--- config.mk ---
export PLATFORM = sky130hd
export DESIGN_NAME = imem_loader_flat
export DESIGN_NICKNAME = d
export VERILOG_FILES = /design/src/rtl/imem_loader_if.sv /design/src/rtl/imem_loader.sv /design/src/flat_wrapper.sv
export SDC_FILE = /design/constraint.sdc
export NUM_CORES = 1
export LEC_CHECK = 0
export BUFFER_PORTS_ARGS = -buffer_cell sky130_fd_sc_hd__buf_4
export CAP_MARGIN = 30
export CORE_ASPECT_RATIO = 1.25
export CORE_UTILIZATION = 54
export CTS_BUF_LIST = sky130_fd_sc_hd__clkbuf_2
export DETAILED_ROUTE_END_ITERATION = 8
export PLACE_DENSITY = 0.76
export SLEW_MARGIN = 5
export SYNTH_ARGS = -nofsm -noshare
export SYNTH_HDL_FRONTEND = slang
export SYNTH_SLANG_ARGS = --single-unit
--- constraint.sdc ---
create_clock -name clk -period 8.95 [get_ports clk]
set_input_delay 1.79 -clock clk [delete_from_list [all_inputs] [get_ports clk]]
set_output_delay 1.79 -clock clk [all_outputs]
set_load 0.1 [all_outputs]
--- src/rtl/imem_loader_if.sv ---
// rtl/imem_loader_if.sv - byte-stream input and instruction-memory write port of the boot loader
interface imem_loader_if #(
  parameter int ADDR_W = 10
);
  logic [7:0]        rx_data;
  logic              rx_valid;
  logic              rx_ready;
  logic              imem_we;
  logic [ADDR_W-1:0] imem_addr;
  logic [31:0]       imem_wdata;

  modport master (
    output rx_data, rx_valid,
    input  rx_ready, imem_we, imem_addr, imem_wdata
  );

  modport slave (
    input  rx_data, rx_valid,
    output rx_ready, imem_we, imem_addr, imem_wdata
  );
endinterface

--- src/rtl/imem_loader.sv ---
// rtl/imem_loader.sv - framed byte-stream loader writing little-endian words into instruction memory
module imem_loader #(
  parameter int ADDR_W = 10
) (
  input  logic          clk,
  input  logic          rst,
  input  logic          start,
  imem_loader_if.slave  bus,
  output logic          core_hold,
  output logic          busy,
  output logic          done,
  output logic          error,
  output logic [15:0]   word_count
);

  typedef enum logic [2:0] {
    S_IDLE, S_LEN_LO, S_LEN_HI, S_DATA, S_CHECK, S_DONE, S_ERROR
  } state_t;

  localparam logic [16:0] MAX_WORDS = 17'd1 << ADDR_W;

  state_t      state, state_next;
  logic [7:0]  len_lo;
  logic [15:0] n_words;
  logic [15:0] n_rx;
  logic [1:0]  lane;
  logic [23:0] word_buf;
  logic [7:0]  xor_acc;
  logic        rx_fire;
  logic        start_load;
  logic        last_byte;

  assign rx_fire    = bus.rx_valid && bus.rx_ready;
  assign n_rx       = {bus.rx_data, len_lo};
  assign last_byte  = (lane == 2'd3) && (word_count + 16'd1 == n_words);
  assign start_load = start && (state == S_IDLE || state == S_DONE || state == S_ERROR);

  always_ff @(posedge clk or posedge rst) begin
    if (rst) state <= S_IDLE;
    else     state <= state_next;
  end

  always_comb begin
    state_next   = state;
    bus.rx_ready = 1'b0;
    busy         = 1'b0;
    core_hold    = 1'b1;
    done         = 1'b0;
    error        = 1'b0;
    case (state)
      S_IDLE: if (start) state_next = S_LEN_LO;
      S_LEN_LO: begin
        bus.rx_ready = 1'b1;
        busy         = 1'b1;
        if (bus.rx_valid) state_next = S_LEN_HI;
      end
      S_LEN_HI: begin
        bus.rx_ready = 1'b1;
        busy         = 1'b1;
        if (bus.rx_valid) begin
          if ({1'b0, n_rx} > MAX_WORDS) state_next = S_ERROR;
          else if (n_rx == 16'd0)       state_next = S_CHECK;
          else                          state_next = S_DATA;
        end
      end
      S_DATA: begin
        bus.rx_ready = 1'b1;
        busy         = 1'b1;
        if (bus.rx_valid && last_byte) state_next = S_CHECK;
      end
      S_CHECK: begin
        bus.rx_ready = 1'b1;
        busy         = 1'b1;
        if (bus.rx_valid) state_next = (bus.rx_data == xor_acc) ? S_DONE : S_ERROR;
      end
      S_DONE: begin
        core_hold = 1'b0;
        done      = 1'b1;
        if (start) state_next = S_LEN_LO;
      end
      S_ERROR: begin
        error = 1'b1;
        if (start) state_next = S_LEN_LO;
      end
      default: state_next = S_IDLE;
    endcase
  end

  // Bytes shift in from the top so byte 0 lands in bits 7:0 once the 4th byte arrives.
  always_ff @(posedge clk or posedge rst) begin
    if (rst) begin
      len_lo         <= 8'd0;
      n_words        <= 16'd0;
      lane           <= 2'd0;
      word_buf       <= 24'd0;
      xor_acc        <= 8'd0;
      word_count     <= 16'd0;
      bus.imem_we    <= 1'b0;
      bus.imem_addr  <= '0;
      bus.imem_wdata <= 32'd0;
    end else begin
      bus.imem_we <= 1'b0;
      if (start_load) begin
        lane       <= 2'd0;
        xor_acc    <= 8'd0;
        word_count <= 16'd0;
      end else if (rx_fire) begin
        case (state)
          S_LEN_LO: len_lo  <= bus.rx_data;
          S_LEN_HI: n_words <= n_rx;
          S_DATA: begin
            xor_acc <= xor_acc ^ bus.rx_data;
            lane    <= lane + 2'd1;
            if (lane == 2'd3) begin
              bus.imem_we    <= 1'b1;
              bus.imem_wdata <= {bus.rx_data, word_buf};
              bus.imem_addr  <= word_count[ADDR_W-1:0];
              word_count     <= word_count + 16'd1;
            end else begin
              word_buf <= {bus.rx_data, word_buf[23:8]};
            end
          end
          default: ;
        endcase
      end
    end
  end

endmodule

--- src/flat_wrapper.sv ---
// flat-port wrapper written by rule: the top's interface ports become plain ports
module imem_loader_flat 
#(
  parameter int ADDR_W = 10
)
  (clk, rst, start, core_hold, busy, done, error, word_count, bus_rx_data, bus_rx_valid, bus_rx_ready, bus_imem_we, bus_imem_addr, bus_imem_wdata);
  imem_loader_if #(.ADDR_W(ADDR_W)) bus_i ();
  input  logic clk;
  input  logic rst;
  input  logic start;
  output logic core_hold;
  output logic busy;
  output logic done;
  output logic error;
  output logic [15:0] word_count;
  input wire logic [$bits(bus_i.rx_data)-1:0] bus_rx_data;
  input wire logic [$bits(bus_i.rx_valid)-1:0] bus_rx_valid;
  output wire logic [$bits(bus_i.rx_ready)-1:0] bus_rx_ready;
  output wire logic [$bits(bus_i.imem_we)-1:0] bus_imem_we;
  output wire logic [$bits(bus_i.imem_addr)-1:0] bus_imem_addr;
  output wire logic [$bits(bus_i.imem_wdata)-1:0] bus_imem_wdata;
  assign bus_i.rx_data = bus_rx_data;
  assign bus_i.rx_valid = bus_rx_valid;
  assign bus_rx_ready = bus_i.rx_ready;
  assign bus_imem_we = bus_i.imem_we;
  assign bus_imem_addr = bus_i.imem_addr;
  assign bus_imem_wdata = bus_i.imem_wdata;
  imem_loader #(.ADDR_W(ADDR_W)) u_core (.clk(clk), .rst(rst), .start(start), .bus(bus_i), .core_hold(core_hold), .busy(busy), .done(done), .error(error), .word_count(word_count));
endmodule
[Yosys cells after proc, flatten, opt, wreduce, memory -nomap -nowiden]
Index checks and enable logic that the tools add are counted.
Cells by class
  add/subtract/negate cells: 2
  order comparisons: 1
  eq/ne operators: 14
  mux-type cells: 27
  bitwise gates (word level): 3
  reduce and logical (&&, ||, !) cells: 20
Operators with widths (number)
  $mux 16: 4
  $mux 8: 3
  $mux 3: 7
  $add 16x1->16 const B: 1
  $eq 16x16->1: 1
  $gt 16x11->1 const B: 1
  $logic_not 16->1: 1
  $pmux 3 s5: 1
  $eq 3x3->1 const B: 3
  $reduce_and 3->1: 3
  $eq 8x8->1: 1
  $mux 1: 8
  $mux 2: 4
  $reduce_and 4->1: 2
  $xor 8x8->8: 1
  $eq 3x2->1 const B: 2
  $ne 2x2->1 const B: 3
  $reduce_bool 2->1: 3
  $reduce_and 5->1: 1
  $logic_and 1x1->1: 4
  $ne 2x1->1 const B: 2
  $reduce_or 4->1: 1
  $eq 3x1->1 const B: 1
  $logic_not 3->1: 1
  other kinds (6): 8
Storage, ports and cells
  flip-flop bits (word level): 120
  input port bits: 12
  output and inout bits: 64
  logic and storage cells: 77

[Depth between registers and ports, before layout]
  word-level depth: 6
  gate-level depth with buffers: 9
  mapped depth without buffers: 7

[Least setup slack after synthesis]
OpenSTA, ideal clock, no wires.
  path kind: register -> output
  start: register u_core.state[1]
  end: output busy
  arrival: 2.732 ns
  data required time: 7.160 ns
  setup slack: 4.428 ns
  stages on the path, launching flop included: 5
  buffers on the path: 2
  path through: dfrtp_1 -> buf_2 -> nor2_1 -> xnor2_1 -> buf_4
Between the ends
  cells in the longest elaborated chain, start to end: 3
  elaborated cells on any way between the ends: 6
  those cells by class: eq/ne (4); mux (1); reduce/logical (1)
RTL lines
  start, declared: line imem_loader.sv:22  | state_t state, state_next;
  start signal, assigned: line imem_loader.sv:40  | else state <= state_next;
  $eq 3x1->1, or another cell as far along
  $reduce_or 4->1 (no line) *
  $mux 1 *
  end, declared: line flat_wrapper.sv:12  | output logic busy;
Mark *: on every way between the ends. The rest lies on a longest branch, timed or not.

[Worst setup path in the final report]
  start: register u_core.state[0]
  end: output bus_rx_ready
Between the ends
  cells in the longest elaborated chain, start to end: 3
  elaborated cells on any way between the ends: 6
  those cells by class: eq/ne (4); mux (1); reduce/logical (1)
RTL lines
  $eq 3x1->1, or another cell as far along: line imem_loader.sv:50  | case (state)
  $reduce_or 4->1 (no line) *
  $mux 1 *: line imem_loader.sv:50
  end, declared: line flat_wrapper.sv:18  | output wire logic [$bits(bus_i.rx_ready)-1:0] bus_rx_ready;
Marked as above.

==> results_dict.tcl <==
set metrics [dict create \
    status "finished clean" \
    skew_ps 21.8 \
    min-delay-path-class "flip-flop to flip-flop" \
    power_density_nw_per_um2 354 \
    hold_depth 2 \
    post-route-drc-count 0 \
    avgSynthCellArea_um2 10.2 \
    syn_to_final_growth_pct 16.2 \
    path_cells "nor2_1 > xnor2_1 > buf_4" \
    final_nets 625 \
    hpwl_um 8050 \
    multi_input_area_um2 2350 \
    synth_fa_ha_area_share_pct 0.455 \
    wire_per_inst_um 15.4 \
    grt_pass1_vias 4010 \
    cts_tree "yes" \
    synth_top_area_share_pct 54.6 \
    fin_crit_sh_pct 43.1 \
    synth_ff_type "dfrtp_1" \
    hold_viol 0 \
    synth_top_family_by_area "simple AND/OR/NAND/NOR gates" \
    cp-start-kind "flip-flop" \
    crit_slowest_cell "dfrtp_1" \
    cp_data_arrival_time_ps 2060 \
    drive_gt1_share_pct 23.1 \
    finalSetupTns_ps 0 \
    crit_type "flip-flop to primary output" \
    rr_worst_depth 8 \
    fin_crit_ps 3850 \
    ys_ff_latch 120 \
    worstReg2RegStart "u_core.state[2]$_DFFE_PP0P_" \
    cpPeakStageDelay_ps 560 \
    max_freq_mhz 260 \
    vias_per_cell 5.41 \
    cts.sinks 120 \
    synthTopCellsByCount "154 x nand2_1, 120 x dfrtp_1, 33 x nor2_1" \
    total_power_mw 2.27 \
    clk_pin_slew_ps 180 \
    synthSimpleGateAreaFrac_pct 18.7 \
    yosys_warnings 0 \
    crit_path_end_kind "primary output" \
    maxCapViolations 0 \
    place.gp.congestion 0.823 \
    grt_max_degree 71 \
    hold_buffers 0 \
    netlist_area_um2 5500 \
    grt_pass1_wl_um 19700 \
    core_area_um2 9760 \
    ys_types 51 \
    r2r_end "u_core.word_count[7]$_DFFE_PP0P_" \
    num_vias 4055 \
    postCtsResizedCells 0 \
    syn_inst 539 \
    worstSkewPairLatency_ps 670 \
    worstPathRequired_ps 7160 \
    seq_area_um2 3000 \
    gr-total-overflow 0 \
    diodes 0 \
    fill_cells 805 \
    power.leakage_nw 3.14 \
    min_delay_worst_endpoint "u_core.bus.imem_wdata[5]$_DFFE_PP0P_" \
    port_buffers 75 \
    min_from "u_core.word_buf[5]$_DFFE_PP0P_" \
    grt_usage_pct 24.3 \
    dr.first_iter.drc_count 217 \
    cts_buffers 17 \
    antenna_found_initial 0 \
    syn_nets 553 \
    synth_compound_area_share_pct 5.94 \
    die_h_um 115 \
    ant_nets 0 \
    synth.area.top_cells "dfrtp_1 55%, nand2_1 11%, mux2_1 5.1%" \
    io_pins 76 \
    startpoint "u_core.state[0]$_DFFE_PP0P_" \
    firstDrtPassIters 4 \
    dieArea_um2 10600 \
    wirelength_um 11600 \
    synthArstFlopShare_pct 100 \
    root_buffer "clkbuf_2" \
    cts_max_level 4 \
    setup_viol 0 \
    maxSlewViolCount 0 \
    synth.most_common_cell "nand2_1" \
    pre_cts_ws_ps 4700 \
    clk_path_buf_depth 2 \
    rows 40 \
    start_util_pct 56.4 \
    cts_setup_buffers 0 \
    rsz0062_at_grt "no" \
    max-slew-margin-rel_pct 42.3 \
    worst_slew_pin_slew_ps 866 \
    cp_max_fo 15 \
    synth_mux_area_share_pct 10.4 \
    synth-xor-area-share_pct 7.17 \
    synth_largest_area_cell "dfrtp_1" \
    die_x_um 92.3 \
    worst_slack_ps 5100 \
    r2r_slack_ps 5680 \
    peakVddDrop_v 0.000291 \
    yosysSeqAreaShare_pct 54.6 \
    synth_edf_count 0 \
]
registers in the layout, summed over array words and instances (netlist names):
register and count:
u_core.bus.imem_wdata 32, u_core.xor_acc 8, u_core.word_count 16, u_core.word_buf 24, u_core.bus.imem_we 1, u_core.bus.imem_addr 10
u_core.len_lo 8, u_core.state 3, u_core.n_words 16, u_core.lane 2
worst max path at each step:
stage,end
finish,bus_rx_ready
detailed placement,u_core.word_count[7]$_DFFE_PP0P_
global placement,u_core.word_count[14]$_DFFE_PP0P_
floorplan,u_core.bus.imem_addr[0]$_DFFE_PP0P_
global route,bus_rx_ready
CTS,bus_rx_ready
per-stage QoR:
stage	hold WS [ps]	instances	instance area (µm²)	util, %
after floorplan	432	539	5500	-
after global placement	447	716	6130	62.8
after detailed placement	449	718	6170	63.2
after CTS	476	750	6390	65.5
after global routing	494	750	6390	65.5
final	475	750	6390	65.5
kinds of logic after synthesis:
| group | count (synthesis) |
|---|---|
| xor gates and xnor gates | 45 |
| AOI/OAI and AO/OA | 53 |
| buffers and inverters | 35 |
| adders and majority gates | 2 |
| and+or+nand+nor | 233 |
| DFF | 120 |
| muxes | 51 |
report_power, final:
group,leakage [nW],internal [mW],switching [mW]
clock,0.128,0.125,0.202
sequential,1.55,0.733,0.154
combinational,1.46,0.317,0.735
total,3.14,1.17,1.09
layout make-up:
class | instances | share of cell area, %
repair buffers | 81 | 9.83
clock buffers | 18 | 1.41
flip-flops and latches | 120 | 47.0
clock inverters | 14 | 2.10
multi-input cells | 384 | 36.8
well taps | 126 | 2.47
inverters | 7 | 0.450
routing by layer:
layer  track usage [%]  up-vias  share of wire [%]
li1                  -     1941                  -
met1              32.0     1969                 45
met2              39.1      127                 48
met3              5.22       18                4.8
met4              10.3        0                1.8
met5                 0        -                  0
critical path, delay by kind of cell (launching register included):
family | cells | cell delay (ps)
xor+xnor | 1 | 190
buf+inv | 1 | 330
flops | 1 | 560
simple gates | 1 | 310
layout by cell type (no fill, tap or decap), types with 4 or more instances in the layout:
master      count
nand4_1         7
a21oi_1         6
nor4_1          5
xnor2_1        15
nand3_1         6
buf_4          79
mux2i_1         4
clkbuf_2       18
mux2_1         25
o21ai_1        19
nand2_1       153
xor2_1         30
nor3_1          6
dfrtp_1       120
clkinvlp_4      4
o21ai_0         8
mux2_2         22
nor2_1         33
inv_1           5
(Power assumes the default switching activity.)
